### config.mk
export PLATFORM = sky130hd
export DESIGN_NAME = lbc_serial_rx_flat
export DESIGN_NICKNAME = d
export VERILOG_FILES = /design/src/rtl/lbc_pkg.sv /design/src/rtl/lbc_serial_rx_if.sv /design/src/rtl/sync_edge.sv /design/src/rtl/lbc_serial_rx.sv /design/src/flat_wrapper.sv
export SDC_FILE = /design/constraint.sdc
export NUM_CORES = 1
export LEC_CHECK = 0
export ABC_AREA = 1
export BUFFER_PORTS_ARGS = -buffer_cell sky130_fd_sc_hd__buf_2
export CAP_MARGIN = 20
export CORE_ASPECT_RATIO = 2
export CORE_MARGIN = 1.5
export CORE_UTILIZATION = 40
export CTS_CLUSTER_SIZE = 40
export DETAILED_ROUTE_END_ITERATION = 10
export PLACE_DENSITY = 0.69
export SLEW_MARGIN = 5
export SYNTH_ARGS = -nofsm -noshare
export SYNTH_HDL_FRONTEND = slang
export SYNTH_HIERARCHICAL = 1
export SYNTH_SLANG_ARGS = --single-unit
### constraint.sdc
create_clock -name clk -period 1.3 [get_ports clk]
set_input_delay 0.195 -clock clk [delete_from_list [all_inputs] [get_ports clk]]
set_output_delay 0.195 -clock clk [all_outputs]
set_load 0.02 [all_outputs]
### src/rtl/lbc_pkg.sv
// Shared constants for the LED board controller serial receiver: latch commands,
// default widths and the receiver FSM state type.
package lbc_pkg;

    localparam int unsigned LBC_WORD_W = 48;
    localparam int unsigned LBC_CMD_W  = 4;

    localparam int unsigned WRTGS     = 1;
    localparam int unsigned LATGS     = 3;
    localparam int unsigned WRTFC     = 5;
    localparam int unsigned LINERESET = 7;
    localparam int unsigned READFC    = 11;
    localparam int unsigned TMGRST    = 13;
    localparam int unsigned FCWRTEN   = 15;

    typedef enum logic {
        IDLE  = 1'b0,
        LATCH = 1'b1
    } rx_state_e;

endpackage

### src/rtl/lbc_serial_rx_if.sv
// Serial-in / captured-word bundle of lbc_serial_rx; frame_err present only
// when LBC_RX_FRAME_ERR_EN is defined.
interface lbc_serial_rx_if
    import lbc_pkg::*;
#(
    parameter int WORD_W = LBC_WORD_W,
    parameter int CMD_W  = LBC_CMD_W
);
    logic              sclk;
    logic              sin;
    logic              lat;
    logic [WORD_W-1:0] word;
    logic [CMD_W-1:0]  cmd;
    logic              valid;
`ifdef LBC_RX_FRAME_ERR_EN
    logic              frame_err;

    modport master (output sclk, sin, lat, input word, cmd, valid, frame_err);
    modport slave  (input sclk, sin, lat, output word, cmd, valid, frame_err);
`else
    modport master (output sclk, sin, lat, input word, cmd, valid);
    modport slave  (input sclk, sin, lat, output word, cmd, valid);
`endif
endinterface

### src/rtl/sync_edge.sv
// Two-flop synchronizer with registered rise/fall strobes; strobes stay quiet
// until the pipeline has refilled after reset so a level present at release is not an edge.
module sync_edge (
    input  logic clk,
    input  logic nrst,
    input  logic d,
    output logic level,
    output logic rise,
    output logic fall
);
    logic       s1;
    logic       s2;
    logic [1:0] arm;

    // Strobes are computed from s1 vs s2 so they line up with s2 changing,
    // giving edge-to-strobe latency of two clk.
    always_ff @(posedge clk or negedge nrst) begin
        if (!nrst) begin
            s1   <= 1'b0;
            s2   <= 1'b0;
            arm  <= '0;
            rise <= 1'b0;
            fall <= 1'b0;
        end else begin
            s1   <= d;
            s2   <= s1;
            arm  <= {arm[0], 1'b1};
            rise <= arm[1] & s1 & ~s2;
            fall <= arm[1] & ~s1 & s2;
        end
    end

    assign level = s2;

endmodule

### src/rtl/lbc_serial_rx.sv
// LED board controller serial receiver: shifts sin on sclk, counts sclk edges during lat
// and captures word/cmd on lat fall. Define LBC_RX_FRAME_ERR_EN to add the frame_err output.
module lbc_serial_rx
    import lbc_pkg::*;
#(
    parameter int WORD_W = LBC_WORD_W,
    parameter int CMD_W  = LBC_CMD_W
) (
    input  logic            clk,
    input  logic            nrst,
    lbc_serial_rx_if.slave  bus
);
    logic       sclk_rise;
    logic       lat_rise;
    logic       lat_fall;
    logic       sin_level;
    logic [4:0] sync_unused;

    sync_edge u_sync_sclk (
        .clk(clk), .nrst(nrst), .d(bus.sclk),
        .level(sync_unused[0]), .rise(sclk_rise), .fall(sync_unused[1])
    );
    sync_edge u_sync_sin (
        .clk(clk), .nrst(nrst), .d(bus.sin),
        .level(sin_level), .rise(sync_unused[2]), .fall(sync_unused[3])
    );
    sync_edge u_sync_lat (
        .clk(clk), .nrst(nrst), .d(bus.lat),
        .level(sync_unused[4]), .rise(lat_rise), .fall(lat_fall)
    );

    rx_state_e         state;
    rx_state_e         state_nxt;
    logic [WORD_W-1:0] shreg;
    logic [WORD_W-1:0] shreg_nxt;
    logic [CMD_W-1:0]  cnt;
    logic [CMD_W-1:0]  cnt_nxt;
    logic              capture;
    logic [WORD_W-1:0] word_q;
    logic [CMD_W-1:0]  cmd_q;
    logic              valid_q;

    // Capture uses the next-state shift/count so an sclk edge coinciding
    // with the lat fall is included in the snapshot.
    always_comb begin
        state_nxt = state;
        shreg_nxt = shreg;
        cnt_nxt   = cnt;
        capture   = 1'b0;
        if (sclk_rise) begin
            shreg_nxt = {shreg[WORD_W-2:0], sin_level};
        end
        case (state)
            IDLE: begin
                if (lat_rise) begin
                    state_nxt = LATCH;
                    cnt_nxt   = '0;
                end
            end
            LATCH: begin
                if (sclk_rise && (cnt != '1)) begin
                    cnt_nxt = cnt + 1'b1;
                end
                if (lat_fall) begin
                    state_nxt = IDLE;
                    capture   = 1'b1;
                end
            end
            default: state_nxt = IDLE;
        endcase
    end

    always_ff @(posedge clk or negedge nrst) begin
        if (!nrst) begin
            state   <= IDLE;
            shreg   <= '0;
            cnt     <= '0;
            word_q  <= '0;
            cmd_q   <= '0;
            valid_q <= 1'b0;
        end else begin
            state   <= state_nxt;
            shreg   <= shreg_nxt;
            cnt     <= cnt_nxt;
            valid_q <= capture;
            if (capture) begin
                word_q <= shreg_nxt;
                cmd_q  <= cnt_nxt;
            end
        end
    end

    assign bus.word  = word_q;
    assign bus.cmd   = cmd_q;
    assign bus.valid = valid_q;

`ifdef LBC_RX_FRAME_ERR_EN
    logic [7:0] bit_cnt;
    logic       err_pend;
    logic       frame_err_q;

    // Frame length is judged on edges seen before lat rises; the count
    // restarts at each capture.
    always_ff @(posedge clk or negedge nrst) begin
        if (!nrst) begin
            bit_cnt     <= '0;
            err_pend    <= 1'b0;
            frame_err_q <= 1'b0;
        end else begin
            if (capture) begin
                bit_cnt     <= '0;
                frame_err_q <= err_pend;
            end else if (sclk_rise && (bit_cnt != '1)) begin
                bit_cnt <= bit_cnt + 8'd1;
            end
            if ((state == IDLE) && lat_rise) begin
                err_pend <= ({24'd0, bit_cnt} != 32'(WORD_W));
            end
        end
    end

    assign bus.frame_err = frame_err_q;
`endif

endmodule
### src/flat_wrapper.sv
// flat-port wrapper written by rule: the top's interface ports become plain ports
module lbc_serial_rx_flat import lbc_pkg::*;
#(
    parameter int WORD_W = LBC_WORD_W,
    parameter int CMD_W  = LBC_CMD_W
)
  (clk, nrst, bus_sclk, bus_sin, bus_lat, bus_word, bus_cmd, bus_valid);
  lbc_serial_rx_if #(.WORD_W(WORD_W), .CMD_W(CMD_W)) bus_i ();
  input  logic clk;
  input  logic nrst;
  input wire logic [$bits(bus_i.sclk)-1:0] bus_sclk;
  input wire logic [$bits(bus_i.sin)-1:0] bus_sin;
  input wire logic [$bits(bus_i.lat)-1:0] bus_lat;
  output wire logic [$bits(bus_i.word)-1:0] bus_word;
  output wire logic [$bits(bus_i.cmd)-1:0] bus_cmd;
  output wire logic [$bits(bus_i.valid)-1:0] bus_valid;
  assign bus_i.sclk = bus_sclk;
  assign bus_i.sin = bus_sin;
  assign bus_i.lat = bus_lat;
  assign bus_word = bus_i.word;
  assign bus_cmd = bus_i.cmd;
  assign bus_valid = bus_i.valid;
  lbc_serial_rx #(.WORD_W(WORD_W), .CMD_W(CMD_W)) u_core (.clk(clk), .nrst(nrst), .bus(bus_i));
endmodule
==> results of run 1 <==
## power groups by stage
stage,Clock [mW],Combinational [mW],Sequential (mW)
global route,4.43,3.44,5.42
global placement,0,3.01,5.30
floorplan,0,1.29,6.02
finish,4.12,3.13,5.29
detailed placement,0,3.10,5.34
CTS,4.21,3.15,5.30
## per-stage QoR
step                      utilization (%)  area, µm²
after floorplan                         -       4610
after global placement               45.0       5070
after detailed placement             45.0       5070
after CTS                            50.1       5650
after global routing                 50.3       5680
final                                50.3       5680
## state kept, by name, indices dropped and copies added, names as in the netlist
register / count
u_core/u_sync_sclk/level: 1
u_core/cnt: 4
u_core/u_sync_sclk/arm: 2
u_core/u_sync_sclk/s1: 1
u_core/u_sync_lat/s1: 1
u_core/bus.valid: 1
u_core/bus.word: 48
u_core/u_sync_sclk/rise: 1
u_core/shreg: 48
u_core/bus.cmd: 4
u_core/u_sync_lat/fall: 1
u_core/u_sync_lat/level: 1
u_core/u_sync_lat/rise: 1
u_core/u_sync_sin/s1: 1
u_core/u_sync_lat/arm: 2
u_core/u_sync_sin/level: 1
u_core/state: 1
## path summary, 6_finish.rpt
path / start / end / cells past startpoint
min in group clk: u_core/u_sync_sclk/arm[0] / u_core/u_sync_sclk/arm[1] / 0
worst min register to register: u_core/u_sync_sclk/arm[0] / u_core/u_sync_sclk/arm[1] / 0
max in group asynchronous: nrst / u_core/u_sync_sclk/rise / 3
worst max register to register: u_core/cnt[1] / u_core/bus.cmd[3] / 8
worst max-delay path: u_core/cnt[1] / u_core/bus.cmd[3] / 8
worst min-delay path: nrst / u_core/bus.valid / 3
## what timing repair did
item,CTS,global route
hold endpoints to repair,122,0
endpoints found under the setup margin,5,16
gates resized for setup,1,8
hold buffers,4,0
buffers inserted,1,0
## per-layer routing
| layer | GRT usage (%) | vias up | part of all wire (%) |
|---|---|---|---|
| met1 | 17.8 | 1494 | 39 |
| met3 | 5.19 | 22 | 3.7 |
| met5 | 0 | - | 0 |
| met2 | 28.7 | 68 | 54 |
| li1 | - | 1538 | - |
| met4 | 8.35 | 0 | 2.8 |
## worst max-delay path, delay by kind of cell, from the launching register on
family        cells  cell delay (ns)
simple gates      7             0.67
flops             1             0.37
buf+inv           1             0.14
## area by class of cell
class / instances / share of cell area [%]
inverters: 31 / 2.05
repair buffers: 74 / 8.72
flip-flops and latches: 119 / 52.5
clock buffers: 25 / 8.90
well taps: 142 / 3.13
multi-input cells: 283 / 24.4
clock inverters: 4 / 0.352
## cell usage in the layout, fill, tap and decap left out
cell and instances:
nand3b_1 1, buf_4 7, a21o_1 1, and2_1 2, dfrtp_1 118, nand2_2 1
mux2_4 2, clkbuf_8 5, a21oi_2 10, clkbuf_1 3, nand4_1 1, buf_6 2
inv_2 2, dlygate4sd3_1 4, a21oi_1 4, a21oi_4 10, o21ai_0 14, inv_1 29
buf_2 56, nor2_1 29, ha_2 1, nand3_2 3, nand2_1 184, clkbuf_16 17
clkinv_2 4, conb_1 2, nand2_4 1, o21ai_1 13, nand3_4 2, nand3_1 2
buf_12 5, dfrtp_4 1
==> flow_summary.json, run 1 <==
{
  "clock-root-buffer": "clkbuf_16",
  "cts_tree": "yes",
  "die_w_um": 78.9,
  "viasPerCell": 4.60,
  "power_frac_comb_pct": 25.0,
  "hold_violations": 0,
  "final_max_slew_viol_count": 0,
  "fin_crit_ns": 1.27,
  "ant_nets": 0,
  "p_sw_mw": 4.07,
  "syn-cell-area_um2": 4610,
  "power_mw": 12.5,
  "die_y_um": 155,
  "syn_to_final_growth_pct": 23.2,
  "rrSetupSlack_ns": 0.03,
  "grt_pass1_vias": 3279,
  "worst_hold_slack_ns": 0.334,
  "power_frac_clock_pct": 32.9,
  "drc_errors": 0,
  "vdd_ir_drop_max_uv": 1180,
  "worst_path_most_repeated_cell": "nand2_1",
  "swShare_pct": 32.5,
  "cts_buffer_depth": 2,
  "cp.required_ns": 1.60,
  "cts_htree_levels": 4,
  "skew_ns": 0.00641,
  "finalSetupViolations": 0,
  "nNetsFinal": 532,
  "totalWireLength_um": 8830,
  "power_frac_seq_pct": 42.2,
  "cts_buffers": 17,
  "period_share_pct": 97.9,
  "rsz0062_at_grt": "no",
  "multi_input_area_um2": 1380,
  "path_clk_slew_ns": 0.05,
  "hold_path_class": "input pin to async pin",
  "ios": 58,
  "dp_hpwl_um": 5790,
  "setup_slack_ns": 0.0278,
  "leakage_nw": 2.92,
  "place_inst": 644,
  "drt-initial-drc-count": 150,
  "grt_max_degree": 67,
  "crit_slowest_cell": "dfrtp_1",
  "post_drt_wl_per_cell_um": 13.0,
  "grt_first_pass_wirelength_um": 15300,
  "maxCapViolCount": 0,
  "powerDensity_nw_per_um2": 2210,
  "worstPathMaxFanout": 3,
  "die_area_um2": 12200,
  "gr-usage-all-layers_pct": 16.6,
  "dp_slack_ns": -0.0832,
  "clock_latency_ns": 0.41,
  "seqCellArea_um2": 2980,
  "row_count": 55,
  "place_congestion": 0.756,
  "synth.avg_cell_area_um2": 10.1,
  "slowest_delay_ns": 0.37,
  "crit_chain": "buf_4, nand2_1, nor2_1, nand4_1, nand2_1, nand2_2, nand2_1, nand2_1",
  "endpoint_kind": "flip-flop",
  "internal-power_mw": 8.46,
  "dr.pass1.iters": 4,
  "ys_warn_count": 6,
  "clkSinkCount": 119,
  "worstSetupPathType": "flip-flop to flip-flop",
  "io_buffers": 57,
  "drive_gt1_share_pct": 24.1,
  "core_area_um2": 11300,
  "overflow": 0,
  "syn-num-nets": 461,
  "tns_ns": 0,
  "initial_core_util_pct": 40.8,
  "status": "finished clean",
  "netlist_instances": 455,
  "max_freq_mhz": 786,
  "grt_antenna_before_repair": 0,
  "crit_path_start_kind": "flip-flop",
  "vias": 3122,
  "cp_data_arrival_time_ns": 1.57,
  "n_fill_cell": 1023,
  "layoutNonFillerInstCount": 678,
  "antenna_cells": 0
}
(Power assumes the default switching activity.)
==> run 2, diff against run 1 <==
--- a/config.mk
+++ b/config.mk
@@ -13,6 +13,7 @@
 export CORE_UTILIZATION = 40
 export CTS_CLUSTER_SIZE = 40
 export DETAILED_ROUTE_END_ITERATION = 10
+export HOLD_SLACK_MARGIN = 0.05
 export PLACE_DENSITY = 0.69
 export SLEW_MARGIN = 5
 export SYNTH_ARGS = -nofsm -noshare
==> constraint.sdc (replaced) <==
create_clock -name clk -period 1.09 [get_ports clk]
set_input_delay 0.1635 -clock clk [delete_from_list [all_inputs] [get_ports clk]]
set_output_delay 0.1635 -clock clk [all_outputs]
set_load 0.02 [all_outputs]
==> run 2 against run 1 <==
Against the previous run:
- the flow now finishes with violations (setup timing)
- critical path depth decreased by 2
- sequential share of layout area decreased by 8.4 points
- sequential power grew 25%
- count of clock-buffer cells in the layout shrank 5
- clock power is 17% higher
- via count increased by 9.3%
- clock skew rose by 0.0039 ns
- maximum frequency decreased by 1.1%
- largest power group unchanged
==> flow_summary.json, run 2 (synthesis gave the netlist of run 1 again) <==
{
  "grt_max_degree": 69,
  "period_share_pct": 118,
  "drt-initial-drc-count": 172,
  "internal-power_mw": 11.5,
  "max_freq_mhz": 777,
  "reg2reg_from": "u_core/u_sync_sclk/rise",
  "powerDensity_nw_per_um2": 2530,
  "grt_antenna_before_repair": 0,
  "crit_family": "flip-flops",
  "leakage_nw": 3.33,
  "ios": 58,
  "power_frac_seq_pct": 38.8,
  "vdd_ir_drop_max_uv": 1410,
  "power_frac_comb_pct": 32.9,
  "crit_chain": "buf_12, buf_16, nor2_4, a21oi_2, nand2_1, nand2_1",
  "hold_violations": 0,
  "place_congestion": 0.765,
  "worst_path_most_repeated_cell": "nand2_1",
  "maxCapViolCount": 0,
  "cts_tree": "yes",
  "skew_ns": 0.0103,
  "core_area_um2": 11300,
  "finalSetupViolations": 122,
  "clkSinkCount": 119,
  "viasPerCell": 4.73,
  "clock-root-buffer": "clkbuf_16",
  "totalWireLength_um": 10500,
  "cp.required_ns": 1.38,
  "drc_errors": 0,
  "post_drt_wl_per_cell_um": 14.5,
  "power_frac_clock_pct": 28.3,
  "worst_hold_slack_ns": 0.298,
  "cts_buffers": 17,
  "initial_core_util_pct": 40.8,
  "cts_htree_levels": 4,
  "status": "finished with violations",
  "crit_path_start_kind": "flip-flop",
  "worstSetupPathType": "flip-flop to flip-flop",
  "cp_num_buf_inv": 2,
  "antenna_cells": 0,
  "die_y_um": 155,
  "p_sw_mw": 5.63,
  "final_cell_mix": "nand2_1, dfrtp_1, buf_6",
  "dr.pass1.iters": 4,
  "final_max_slew_viol_count": 0,
  "cts_buffer_depth": 2,
  "dp_hpwl_um": 5930,
  "multi_input_area_um2": 1680,
  "endpoint_kind": "flip-flop",
  "slowest_delay_ns": 0.55,
  "vias": 3413,
  "overflow": 0,
  "io_buffers": 57,
  "seqCellArea_um2": 2980,
  "die_w_um": 78.9,
  "final_common_cell": "nand2_1",
  "cp_data_arrival_time_ns": 1.58,
  "die_area_um2": 12200,
  "gr-usage-all-layers_pct": 18.7,
  "row_count": 55,
  "crit_slowest_cell": "dfrtp_4",
  "place_area_um2": 5170,
  "clock_latency_ns": 0.41,
  "crit_start": "u_core/u_sync_sclk/rise",
  "fin_area_um2": 6760,
  "rsz0062_at_grt": "yes",
  "grt_pass1_vias": 3691,
  "nNetsFinal": 574,
  "violations": "setup timing",
  "swShare_pct": 33.0,
  "dp_slack_ns": -0.138,
  "fin_crit_ns": 1.29,
  "drive_gt1_share_pct": 39.2,
  "worstPathMaxFanout": 7,
  "setup_slack_ns": -0.197,
  "ant_nets": 0,
  "syn_to_final_growth_pct": 46.7,
  "hold_path_class": "input pin to async pin",
  "grt_first_pass_wirelength_um": 17400,
  "path_clk_slew_ns": 0.05,
  "n_fill_cell": 883
}
[run 2: cell count changes in the layout (fill, tap and decap cells not counted), sizes merged]
cell      previous run  this run
clkinvlp             0         3
buf                 70       112
clkinv               4         7
clkbuf              25        20
[run 2: final timing paths]
| kind | cells after the start | to | slack (ns) |
|---|---|---|---|
| max in group asynchronous | 3 | u_core/shreg[33] | 0.45 |
| min reg2reg | 0 | u_core/u_sync_sclk/arm[1] | 0.34 |
| max reg2reg | 6 | u_core/bus.word[2] | -0.20 |
| max | 6 | u_core/bus.word[2] | -0.20 |
| min | 3 | u_core/u_sync_sin/s1 | 0.30 |
| min in group clk | 0 | u_core/u_sync_sclk/arm[1] | 0.34 |
[run 2: layout make-up]
class	count	share of cell area, %
clock buffers	20	6.75
clock inverters	10	0.851
inverters	31	1.76
multi-input cells	283	24.9
flip-flops and latches	119	44.1
well taps	142	2.63
repair buffers	116	19.0
[run 2: what timing repair did]
item / in CTS / in global routing
hold buffers: 4 / 0
endpoints found under the setup margin: 124 / 154
resized for setup: 180 / 28
hold endpoints to repair: 122 / 0
pin swaps: 9 / 9
gates cloned: 5 / 0
buffers inserted: 20 / 13
[run 2: worst min-delay path: stages]
cell and delay (ns):
dlygate4sd3_1 0.52, buf_4 0.14, buf_12 0.26
[run 2: routing by layer]
layer,global-route usage [%],wire length [µm],vias to the layer above
li1,-,-,1632
met1,21.0,4010,1702
met2,32.4,5920,62
met3,5.13,353,17
met4,8.77,185,0
met5,0,0,-
[run 2: power by group through the flow]
| stage | Clock, mW | Sequential (mW) | Combinational [mW] |
|---|---|---|---|
| after global routing | 5.16 | 6.76 | 6.04 |
| after CTS | 4.92 | 6.58 | 5.26 |
| final | 4.84 | 6.63 | 5.61 |
| after detailed placement | 0 | 6.39 | 3.74 |
| after global placement | 0 | 6.36 | 3.64 |
| after floorplan | 0 | 7.20 | 1.55 |
[run 2: through the flow]
step / cells / power [mW] / util (%) / setup TNS [ns]
3_3_place_gp: 649 / 9.99 / 45.8 / -2.18
4_1_cts: 708 / 16.8 / 58.2 / -7.03
5_1_grt: 721 / 18.0 / 59.9 / -13.75
6_report: 721 / 17.1 / 59.9 / -7.81
3_5_place_dp: 649 / 10.1 / 45.8 / -3.74
2_1_floorplan: 455 / 8.76 / - / -0.111
==> run 3, diff against run 2 <==
--- a/config.mk
+++ b/config.mk
@@ -5,7 +5,6 @@
 export SDC_FILE = /design/constraint.sdc
 export NUM_CORES = 1
 export LEC_CHECK = 0
-export ABC_AREA = 1
 export BUFFER_PORTS_ARGS = -buffer_cell sky130_fd_sc_hd__buf_2
 export CAP_MARGIN = 20
 export CORE_ASPECT_RATIO = 2
==> run 3 against run 2 <==
Against the previous run:
- the flow still finishes with violations (setup timing)
- sequential power decreased by 23%
- maximum frequency shrank 4.2%
- worst hold slack worse by 0.14 ns
- critical path depth down 1
- non-clock buffer count increased by 12
- count of clock-buffer cells in the layout decreased by 1
- synthesized cell count shrank 19%
- clock skew is 0.0035 ns higher
- largest cell class unchanged
- largest power group is now clock
==> flow_summary.json, run 3 <==
{
  "overflow": 0,
  "row_count": 54,
  "dr.pass1.iters": 5,
  "path_clk_slew_ns": 0.06,
  "synth.avg_cell_area_um2": 11.9,
  "worstPathMaxFanout": 5,
  "crit_slowest_cell": "dfrtp_1",
  "cts_tree": "yes",
  "swShare_pct": 24.9,
  "final_core_utilization_pct": 63.5,
  "grt_first_pass_wirelength_um": 15800,
  "die_y_um": 151,
  "ios": 58,
  "fin_crit_ns": 1.34,
  "p_sw_mw": 3.26,
  "reg2reg_from": "u_core/cnt[1]",
  "grt_antenna_before_repair": 0,
  "setup_slack_ns": -0.253,
  "layoutNonFillerInstCount": 651,
  "path_depth": 5,
  "worstSetupPathType": "flip-flop to flip-flop",
  "tns_ns": -12.69,
  "place_inst": 568,
  "worst_hold_slack_ns": 0.161,
  "totalWireLength_um": 10700,
  "die_w_um": 77.1,
  "power_mw": 13.1,
  "clock-root-buffer": "clkbuf_16",
  "power_frac_seq_pct": 39.2,
  "final_max_slew_viol_count": 0,
  "cp_data_arrival_time_ns": 1.63,
  "place_area_um2": 5000,
  "grt_pass1_vias": 3237,
  "crit_path_start_kind": "flip-flop",
  "fin_area_um2": 6870,
  "skew_ns": 0.0138,
  "cts_buffers": 17,
  "rrSetupSlack_ns": -0.25,
  "dp_hpwl_um": 5690,
  "reg2reg_depth": 5,
  "dp_slack_ns": -0.217,
  "vdd_ir_drop_max_uv": 1340,
  "io_buffers": 57,
  "crit_start": "u_core/cnt[1]",
  "period_share_pct": 123,
  "core_area_um2": 10800,
  "internal-power_mw": 9.82,
  "syn-cell-area_um2": 4390,
  "max_freq_mhz": 745,
  "die_area_um2": 11700,
  "syn-num-nets": 375,
  "final_common_cell": "dfrtp_1",
  "cts_buffer_depth": 2,
  "cp.required_ns": 1.38,
  "vias": 3211,
  "drc_errors": 0,
  "rsz0062_at_grt": "yes",
  "ys_warn_count": 6,
  "maxCapViolCount": 0,
  "ant_nets": 0,
  "hold_path_class": "input pin to async pin",
  "drive_gt1_share_pct": 51.1,
  "clkSinkCount": 119,
  "syn_to_final_growth_pct": 56.3,
  "initial_core_util_pct": 40.6,
  "drt-initial-drc-count": 222,
  "slowest_delay_ns": 0.43,
  "antenna_cells": 0,
  "endpoint_kind": "flip-flop",
  "power_frac_clock_pct": 44.3,
  "worstSetupEndpoint": "u_core/bus.cmd[0]",
  "r2r-end": "u_core/bus.cmd[0]",
  "viasPerCell": 4.93,
  "final_cell_mix": "dfrtp_1, nand2_1, buf_6",
  "netlist_instances": 369,
  "nNetsFinal": 505,
  "status": "finished with violations",
  "post_drt_wl_per_cell_um": 16.4,
  "cp_num_buf_inv": 1,
  "grt_max_degree": 53,
  "finalSetupViolations": 145,
  "crit_family": "flip-flops",
  "hold_violations": 0,
  "clock_latency_ns": 0.41,
  "cts_htree_levels": 4,
  "place_congestion": 0.800,
  "violations": "setup timing",
  "leakage_nw": 3.53,
  "power_frac_comb_pct": 16.5,
  "crit_chain": "ha_4, and3_4, buf_6, o21ai_0, a31oi_1",
  "gr-usage-all-layers_pct": 17.9,
  "powerDensity_nw_per_um2": 1910
}
==> run 3: what timing repair did <==
item	4_1_cts	5_1_grt
hold buffers	4	0
pin swaps	6	9
resized for setup	134	91
cloned	2	4
setup buffers	20	23
endpoints found under the hold margin	122	0
setup endpoints to repair	156	158
==> run 3: worst min path at each step <==
stage               startpoint                   to  slack (ns)  depth (start not counted)
detailed placement        nrst  u_core/bus.word[14]        0.03                          1
global placement          nrst     u_core/shreg[14]        0.03                          1
floorplan                 nrst    u_core/bus.cmd[0]       -0.13                          0
finish                    nrst  u_core/bus.word[14]        0.16                          2
CTS                       nrst  u_core/bus.word[13]        0.15                          2
global route              nrst  u_core/bus.word[13]        0.17                          2
==> run 3: layout make-up <==
class	instances	area (µm²)
clock buffers	19	443
fillers	761	3940
inverters	1	8.76
well taps	140	175
clock inverters	12	176
multi-input cells	232	1680
repair buffers	128	1400
flip-flops and latches	119	2980
==> run 3: power by group through the flow <==
stage | clock, mW | sequential, mW | combinational, mW
after floorplan | 0 | 5.26 | 0.549
after global placement | 0 | 5.06 | 1.24
after detailed placement | 0 | 5.09 | 1.29
after CTS | 5.89 | 5.05 | 1.66
after global routing | 6.12 | 5.16 | 2.29
final | 5.80 | 5.13 | 2.15
==> run 3: routing by layer <==
metal	track usage (%)	wire, µm	vias up
met2	33.2	6120	80
met5	0	0	-
met4	8.00	309	0
met3	4.64	319	23
li1	-	-	1458
met1	18.7	3960	1650
